### config.mk
export PLATFORM = sky130hd
export DESIGN_NAME = icache_dm
export DESIGN_NICKNAME = d
export VERILOG_FILES = /design/src/rtl/icache_pkg.sv /design/src/rtl/icache_tagv_array.sv /design/src/rtl/icache_dm.sv
export SDC_FILE = /design/constraint.sdc
export NUM_CORES = 2
export LEC_CHECK = 0
export BUFFER_PORTS_ARGS = -buffer_cell sky130_fd_sc_hd__buf_2
export CORE_MARGIN = 1.5
export CORE_UTILIZATION = 30
export DETAILED_ROUTE_END_ITERATION = 12
export GPL_ROUTABILITY_DRIVEN = 0
export SYNTH_ARGS = -nofsm -noshare
export SYNTH_HDL_FRONTEND = slang
export SYNTH_SLANG_ARGS = --single-unit
### constraint.sdc
create_clock -name clk -period 9.4 [get_ports clk]
set_clock_uncertainty 0.2 [all_clocks]
set_input_delay 0 -clock clk [delete_from_list [all_inputs] [get_ports clk]]
set_output_delay 0 -clock clk [all_outputs]
set_load 0.05 [all_outputs]
### src/rtl/icache_pkg.sv
// Shared types and default geometry for the direct-mapped instruction cache.
package icache_pkg;

  typedef enum logic [1:0] {
    IDLE,
    REQ,
    WAIT,
    FILL_DONE
  } icache_state_t;

  localparam int DEF_NLINE      = 16;
  localparam int DEF_LINE_WORDS = 4;
  localparam int BUS_ADDR_W     = 64;

  localparam int DEF_OFF_W = $clog2(DEF_LINE_WORDS);
  localparam int DEF_IDX_W = $clog2(DEF_NLINE);
  localparam int DEF_TAG_W = BUS_ADDR_W - 2 - DEF_OFF_W - DEF_IDX_W;

  typedef struct packed {
    logic                  valid;
    logic [BUS_ADDR_W-1:0] addr;
  } wbus_req_t;

  typedef struct packed {
    logic        addr_ok;
    logic        data_ok;
    logic [31:0] data;
  } wbus_resp_t;

endpackage

### src/rtl/icache_tagv_array.sv
// Tag and valid storage for the direct-mapped cache; valid bits clear in one cycle on flush.
module icache_tagv_array #(
  parameter int NLINE = 16,
  parameter int TAG_W = 58
) (
  input  logic                     clk,
  input  logic                     reset,
  input  logic [$clog2(NLINE)-1:0] rd_idx,
  input  logic [TAG_W-1:0]         rd_tag,
  output logic                     rd_hit,
  input  logic                     wr_en,
  input  logic [$clog2(NLINE)-1:0] wr_idx,
  input  logic [TAG_W-1:0]         wr_tag,
  input  logic                     wr_valid,
  input  logic                     flush_all
);

  logic [TAG_W-1:0] tag_q [NLINE];
  logic [NLINE-1:0] valid_q;

  always_ff @(posedge clk) begin
    if (reset) begin
      valid_q <= '0;
    end else if (flush_all) begin
      valid_q <= '0;
    end else if (wr_en) begin
      valid_q[wr_idx] <= wr_valid;
    end
  end

  // Tags are qualified by the valid bit, so they need no reset.
  always_ff @(posedge clk) begin
    if (wr_en) tag_q[wr_idx] <= wr_tag;
  end

  assign rd_hit = valid_q[rd_idx] && (tag_q[rd_idx] == rd_tag);

endmodule

### src/rtl/icache_dm.sv
// Direct-mapped read-only instruction cache: zero-latency hits, word-by-word line refill on miss.
module icache_dm
  import icache_pkg::*;
#(
  parameter int NLINE      = DEF_NLINE,
  parameter int LINE_WORDS = DEF_LINE_WORDS,
  parameter int ADDR_W     = BUS_ADDR_W
) (
  input  logic              clk,
  input  logic              reset,
  input  logic              ireq_valid,
  input  logic [ADDR_W-1:0] ireq_addr,
  output logic              iresp_addr_ok,
  output logic              iresp_data_ok,
  output logic [31:0]       iresp_data,
  input  logic              flush,
  output logic              mreq_valid,
  output logic [ADDR_W-1:0] mreq_addr,
  input  logic              mresp_addr_ok,
  input  logic              mresp_data_ok,
  input  logic [31:0]       mresp_data
);

  localparam int OFF_W    = $clog2(LINE_WORDS);
  localparam int IDX_W    = $clog2(NLINE);
  localparam int LINE_LSB = 2 + OFF_W;
  localparam int TAG_W    = ADDR_W - LINE_LSB - IDX_W;

  icache_state_t     state, state_nxt;
  logic [OFF_W-1:0]  beat;
  logic [ADDR_W-1:0] base_addr;
  logic              flush_pending;
  logic [31:0]       data_q [NLINE*LINE_WORDS];

  wbus_req_t  mreq;
  wbus_resp_t mresp;

  logic [OFF_W-1:0]  req_off;
  logic [IDX_W-1:0]  req_idx, fill_idx;
  logic [TAG_W-1:0]  req_tag, fill_tag;
  logic [ADDR_W-1:0] fill_addr;
  logic              tag_hit, hit, miss_start, beat_done, last_beat;
  logic              unused_addr_bits;

  assign req_off   = ireq_addr[2 +: OFF_W];
  assign req_idx   = ireq_addr[LINE_LSB +: IDX_W];
  assign req_tag   = ireq_addr[ADDR_W-1 -: TAG_W];
  assign fill_idx  = base_addr[LINE_LSB +: IDX_W];
  assign fill_tag  = base_addr[ADDR_W-1 -: TAG_W];
  assign fill_addr = base_addr + (ADDR_W'(beat) << 2);
  assign unused_addr_bits = ^ireq_addr[1:0];

  assign mresp = '{addr_ok: mresp_addr_ok, data_ok: mresp_data_ok, data: mresp_data};

  // A flush in IDLE both suppresses the hit and blocks a new miss.
  assign hit        = (state == IDLE) && ireq_valid && !flush && tag_hit;
  assign miss_start = (state == IDLE) && ireq_valid && !flush && !tag_hit;
  assign beat_done  = ((state == REQ) && mresp.addr_ok && mresp.data_ok) ||
                      ((state == WAIT) && mresp.data_ok);
  assign last_beat  = (beat == OFF_W'(LINE_WORDS - 1));

  icache_tagv_array #(
    .NLINE (NLINE),
    .TAG_W (TAG_W)
  ) u_tagv (
    .clk       (clk),
    .reset     (reset),
    .rd_idx    (req_idx),
    .rd_tag    (req_tag),
    .rd_hit    (tag_hit),
    .wr_en     (state == FILL_DONE),
    .wr_idx    (fill_idx),
    .wr_tag    (fill_tag),
    .wr_valid  (!(flush_pending || flush)),
    .flush_all (((state == IDLE) && flush) ||
                ((state == FILL_DONE) && (flush_pending || flush)))
  );

  always_ff @(posedge clk) begin
    if (reset) state <= IDLE;
    else       state <= state_nxt;
  end

  always_comb begin
    state_nxt = state;
    mreq      = '0;
    unique case (state)
      IDLE: begin
        if (miss_start) state_nxt = REQ;
      end
      REQ: begin
        mreq.valid = 1'b1;
        mreq.addr  = BUS_ADDR_W'(fill_addr);
        if (beat_done)          state_nxt = last_beat ? FILL_DONE : REQ;
        else if (mresp.addr_ok) state_nxt = WAIT;
      end
      WAIT: begin
        if (beat_done) state_nxt = last_beat ? FILL_DONE : REQ;
      end
      FILL_DONE: begin
        state_nxt = IDLE;
      end
    endcase
  end

  always_ff @(posedge clk) begin
    if (reset) begin
      beat          <= '0;
      flush_pending <= 1'b0;
    end else begin
      if (miss_start)                  beat <= '0;
      else if (beat_done && !last_beat) beat <= beat + 1'b1;

      if (state == FILL_DONE)                          flush_pending <= 1'b0;
      else if (((state == REQ) || (state == WAIT)) && flush) flush_pending <= 1'b1;
    end
  end

  // Line base and refill words are data; they are only consumed under control qualifiers.
  always_ff @(posedge clk) begin
    if (miss_start) base_addr <= {ireq_addr[ADDR_W-1:LINE_LSB], LINE_LSB'(0)};
    if (beat_done)  data_q[{fill_idx, beat}] <= mresp.data;
  end

  assign iresp_addr_ok = hit;
  assign iresp_data_ok = hit;
  assign iresp_data    = hit ? data_q[{req_idx, req_off}] : 32'h0;
  assign mreq_valid    = mreq.valid;
  assign mreq_addr     = ADDR_W'(mreq.addr);

endmodule

# --- Word-level counts from Yosys, hierarchy flattened ---
# Memory sizes are Yosys's and may differ from the RTL's.
# Index checks and enable logic that the tools add are counted.
classes:
  addsub: 2
  n_mul: 0
  div: 0
  order_cmp: 3
  n_eq_ne: 8
  shift: 0
  n_mux: 17
  bitwise: 0
  reduce_logical: 26
ops:
  columns: ["op", "count"]
  rows:
  - ["two-way mux 65 bit", 1]
  - ["adder 64 x 4 -> 64 bit", 1]
  - ["equality test 56 bit", 1]
  - ["two-way mux 32 bit", 1]
  - ["bitwise mux 16 bit", 1]
  - ["logical AND 1 bit", 13]
  - ["< comparator 4 x 5 -> 1 bit, second input constant", 2]
  - ["two-way mux 2 bit", 5]
  - ["case mux 2 bit (4 select lines)", 1]
  - ["equality test 2 bit, second input constant", 3]
  - ["two-way mux 1 bit", 6]
  - ["OR reduction 2 bit", 3]
  - ["binary-select mux 1 bit (select 4 bit)", 1]
  - ["demux 1 bit (select 4 bit)", 1]
  - ["greater-or-equal comparator 4 x 1 -> 1 bit, second input constant", 1]
  - ["logical NOT 1 bit", 4]
  - ["logical OR 1 bit", 4]
  - ["inequality test 2 bit, second input constant", 2]
  - ["inequality test 3 bit, second input constant", 1]
  - ["AND reduction 3 bit", 1]
  - ["adder 2 x 1 -> 2 bit, second input constant", 1]
  - ["equality test 2 x 1 -> 1 bit, second input constant", 1]
  - ["logical NOT 2 bit", 1]
totals:
  register_bits: 81
  latchBits: 0
  ramBits: 2944
  mem_bits_ro: 0
  input_bits: 102
  output_inout_bits: 99
  wordCells: 63
  memories: 2
mem_list:
  columns: ["name", "words", "word_bits", "read_ports", "rd_clocked_by_memory_dff", "write_ports", "line", "source"]
  rows:
  - ["data_q", 64, 32, 1, 0, 1, "icache_dm.sv:33", "logic [31:0] data_q [NLINE*LINE_WORDS];"]
  - ["u_tagv.tag_q", 16, 56, 1, 0, 1, "icache_tagv_array.sv:18", "logic [TAG_W-1:0] tag_q [NLINE];"]

# --- Depth between registers and ports, before layout ---
depth:
  ltp_word: 7
  ltp_mapped: 15
  mapped_depth_nobuf: 9

# --- Modules after synthesis ---
# A second synthesis with hierarchy kept.
hier_totals:
  cells_unflattened: 5185
  area_unflattened_um2: 117356.3
by_module_without_submodules:
  columns: ["mod", "n_inst", "cells_per_inst", "area_per_inst_um2"]
  rows:
  - ["icache_dm", 1, 3380, 80885.1]
  - ["icache_tagv_array", 1, 1805, 36471.2]

# --- Worst setup path before layout ---
# No wires, ideal clock.
synth_path:
  path_kind: "reg2reg"
  startpoint: "register state[1]"
  endpoint: "memory u_tagv.tag_q[0][0] (netlist name), enable pin"
  setup_time_ns: 0.612
  arrival_ns: 6.190
  required_ns: 8.588
  path_slack_ns: 2.399
  path_stages_with_launch: 5
  path_buffers: 1
  synth_period_minus_slack_ns: 7.001
  path_cell_list: "dfxtp_1 ha_1 nand2b_1 clkbuf_1 nor4_1"
synth_between:
  elab_chain_len: 3
synth_lines:
  columns: ["element", "line", "source"]
  rows:
  - ["start, declared", "icache_dm.sv:29", "icache_state_t state, state_nxt;"]
  - ["start signal, assigned", "icache_dm.sv:81", "else state <= state_nxt;"]
  - ["equality test 2 bit", "icache_dm.sv:71", ".wr_en (state == FILL_DONE),"]
  - ["two-way mux 1 bit", "icache_tagv_array.sv:33", "if (wr_en) tag_q[wr_idx] <= wr_tag;"]
  - ["two-way mux 1 bit (not written as such)", "icache_tagv_array.sv:33", null]
  - ["end, declared", "icache_tagv_array.sv:18", null]
# Every way passes these cells.

# --- Worst setup path after layout ---
layout_path:
  startpoint: "input port ireq_addr[4]"
  endpoint: "output port iresp_data[28]"
layout_between:
  elab_chain_len: 5
  word_cells_on_any_way: 8
  classes_between: "eq/ne (1); mux (3); reduce/logical (2); memory (2)"
layout_lines:
  columns: ["element", "line", "source"]
  rows:
  - ["start, declared", "icache_dm.sv:12", "input logic [ADDR_W-1:0] ireq_addr,"]
  - ["memory read (16 x 56 bit) / binary-select mux 1 bit (select 4 bit) (equally long branches)", null, null]
  - ["equality test 56 bit / two-way mux 1 bit (equally long branches)", "icache_tagv_array.sv:36", "assign rd_hit = valid_q[rd_idx] && (tag_q[rd_idx] == rd_tag);"]
  - ["logical AND 1 bit", "icache_tagv_array.sv:36", null]
  - ["logical AND 1 bit", "icache_dm.sv:56", "assign hit = (state == IDLE) && ireq_valid && !flush && tag_hit;"]
  - ["two-way mux 32 bit *", "icache_dm.sv:127", "assign iresp_data = hit ? data_q[{req_idx, req_off}] : 32'h0;"]
  - ["end, declared", "icache_dm.sv:15", "output logic [31:0] iresp_data,"]
# Mark *: on every way between the ends. The rest lies on a longest branch, timed or not. The select of a mux whose other input is x is not followed.

==> impl_metrics.csv <==
group,metric,value,unit
outcome,status,"complete, no violations",
setup_path,slowest_delay,0.69,ns
placed_design,hpwl,162000,um
pwr,p_switching,6.10,mW
floorplanning,die-area,0.392,mm^2
global_route,grt_pass1_wl,417000,um
synthesis,synth_top_area_frac,0.774,
floorplanning,rows,228,
synthesis,synth_top_family_by_area,"multiplexers",
synthesis,ys_seq_elements,3025,
timing,worst_pin_slew,1.28,ns
clock_tree,post-cts-setup-buffers,0,
synthesis,yosys.area.top_type,"edfxtp_1",
placed_design,portBuffers,196,
clock_tree,clk_latency,0.84,ns
final_layout,area_growth,16.2,%
floorplanning,start_util,0.302,
timing,slew_headroom,0.146,
synthesis,synth_xor_area_frac,0.00428,
synthesis,ys.flop_type,"edfxtp_1",
floorplanning,die_x,626,um
synthesis,async_flop_share,0,
global_route,overflow,0,
synthesis,netlist-cell-type-count,71,
route,wl,296000,um
route,firstDrtPassIters,6,
setup_path,start_kind,"input pin",
timing,fin_ws,3.18,ns
timing,fmax,0.161,GHz
timing,period_share,0.662,
pwr,power_frac_seq,0.530,
timing,period_needed,6.22,ns
pwr,leakage,41.6,nW
job,drv_cap,0,
synthesis,synth_edf_count,3004,
synthesis,yosysSeqAreaShare,0.777,
final_layout,final_cell_mix,"3004 x edfxtp_1, 875 x mux4_2, 313 x clkbuf_16",
clock_tree,clock-sinks,3025,
clock_tree,tritoncts,"built",
clock_tree,clkTransAtPathRegs,0.06,ns
pwr,p_per_area,209,mW/mm^2
timing,tns,0,ns
synthesis,synth-compound-area-share,0.00852,
synthesis,avgSynthCellArea,24.0,um^2
synthesis,synth_area,0.117,mm^2
timing,setup_viol,0,
setup_path,critPathMaxFanout,58,
route,wl_per_cell,27.4,um
clock_tree,clk_path_buf_depth,4,
route,avgViaCountPerCell,5.00,
final_layout,nets,5488,
setup_path,cp_data_arrival_time,6.02,ns
timing,finalMaxSlewViolations,0,
setup_path,critical_path_class,"input pin to output pin",
clock_tree,root_buffer,"clkbuf_16",
final_layout,finalNonFillerCells,10800,
placed_design,preCtsSetupSlack,3.39,ns
pwr,comb_power_share,0.058,
floorplanning,pin_count,201,
timing,hold_violations,0,
clock_tree,cts_made_buffers,299,
route,via_count,53900,
route,route.detailed.drc,0,
timing,hold_slack,0.163,ns
floorplanning,core_area,0.386,mm^2
synthesis,synthAdderAreaFrac,0.000644,
pwr,pwr-share-clk,0.413,
setup_path,slowest_stage,"a2111oi_0",
final_layout,final_common_cell,"edfxtp_1",
setup_path,cp-end-kind,"output pin",
placed_design,dpl.cell_count,10100,
global_route,grtUsageTotal,0.148,
route,drt_iter0_drc,5840,
global_route,antenna_found_initial,36,
final_layout,drive_gt1_frac,0.304,
pwr,p_total,28.3,mW
pwr,intPower,22.2,mW
pwr,ir_drop,0.222,mV
synthesis,netlist_instances,4859,
floorplanning,die_y,626,um
timing,rsz0062_at_grt,"no",
setup_path,cp.required,9.20,ns
synthesis,synth-simple-area-share,0.0159,
synthesis,yosys_warnings,0,
worst_hold_path,min_path_type,"input pin to flip-flop",
synthesis,synth_area_leaders,"edfxtp_1 77%, mux4_2 17%, mux2i_1 1.1%",
clock_tree,htreeDepth,5,
global_route,grt_max_degree,134,
global_route,grt_pass1_vias,55300,
pwr,p_sw_frac,0.216,
route,detail-route-antenna-nets,0,
clock_tree,cts_resized,0,
synthesis,synthMuxAreaShare,0.182,
setup_path,path_cells,"dlygate4sd3_1 -> buf_8 -> buf_4 -> nor2_1 -> a22oi_1 -> a21oi_1 -> a2111oi_0 -> o2111ai_1 -> nor4_2 -> and3_1 -> and3_4 -> and2_1 -> buf_2",
critical path, delay by kind of cell:
family | cells | cell delay, ns
buffers and inverters | 4 | 1.99
AOI/OAI and AO/OA | 4 | 1.48
and+or+nand+nor | 5 | 2.35
metrics by stage:
step / util / instance area (um^2)
3_5_place_dp: 0.322 / 125000
6_report: 0.351 / 135000
3_3_place_gp: 0.322 / 125000
4_1_cts: 0.351 / 135000
5_1_grt: 0.351 / 135000
2_1_floorplan: - / 117000
repair_timing:
| action | CTS | global route |
|---|---|---|
| setup endpoints to repair | 0 | 0 |
| hold endpoints to repair | 2142 | 0 |
| hold buffers | 157 | 0 |
area by class of cell:
| cell class | count | area (um^2) |
|---|---|---|
| Timing Repair Buffer | 477 | 3660 |
| Fill cell | 35400 | 251000 |
| Clock inverter | 139 | 1270 |
| Multi-Input combinational cell | 1565 | 25300 |
| Clock buffer | 379 | 8080 |
| Antenna cell | 14 | 35.0 |
| Inverter | 12 | 55.1 |
| Tap cell | 5175 | 6470 |
| Sequential cell | 3025 | 90600 |
kinds of logic after synthesis:
kind of cell,count (synthesis)
and+or+nand+nor,348
AOI/OAI and AO/OA,132
muxes,1020
buffers and inverters,270
other,1
DFF,3025
xor gates and xnor gates,57
adders and majority gates,6
synthesized netlist by cell type (all sizes together) (5+ instances only):
library cell     n
edfxtp        3004
mux4           879
clkbuf         157
mux2i          126
nor2           102
buf            101
and2            97
nand2           39
xnor2           35
xor2            22
dfxtp           21
a21oi           18
nor3            17
o21a            17
a22o            16
nand2b          16
mux2            15
a22oi           13
nand4           12
inv             11
nand3           11
o211ai          11
o21ai           11
nor2b           10
nand3b           9
a221oi           8
nor4             8
a211oi           6
and3             6
ha               6
o31ai            5
or3b             5
flip-flops by register name (all words and copies together) (netlist names):
name,count
base_addr,60
flush_pending,1
beat,2
u_tagv.tag_q,896
data_q,2048
state,2
u_tagv.valid_q,16
power by group through the flow:
| stage | registers (mW) | clock network [mW] | logic, mW |
|---|---|---|---|
| after floorplan | 15.2 | 0 | 0.945 |
| after global placement | 15.2 | 0 | 1.57 |
| after detailed placement | 15.3 | 0 | 1.59 |
| after CTS | 15.0 | 11.9 | 1.66 |
| after global routing | 15.0 | 12.4 | 1.72 |
| final | 15.0 | 11.7 | 1.63 |
per-layer routing:
| metal | vias up | wire length (um) | track usage |
|---|---|---|---|
| met5 | - | 27 | 0 |
| met4 | 4 | 6150 | 0.0325 |
| met3 | 406 | 22100 | 0.0269 |
| met2 | 2053 | 147000 | 0.248 |
| met1 | 29500 | 121000 | 0.200 |
| li1 | 21900 | - | - |
path summary, 6_finish.rpt:
| kind | from | endpoint | slack (ns) | cells past startpoint |
|---|---|---|---|---|
| setup / recovery | ireq_addr[4] | iresp_data[28] | 3.18 | 13 |
| hold / removal | reset | u_tagv.valid_q[9]$_SDFFE_PP0P_ | 0.16 | 4 |
| setup reg to reg | u_tagv.tag_q[9][37]$_DFFE_PP_ | base_addr[60]$_DFFE_PP_ | 4.46 | 9 |
| hold reg to reg | u_tagv.valid_q[8]$_SDFFE_PP0P_ | u_tagv.valid_q[8]$_SDFFE_PP0P_ | 0.27 | 1 |
Power figures use the tool's default switching activity.
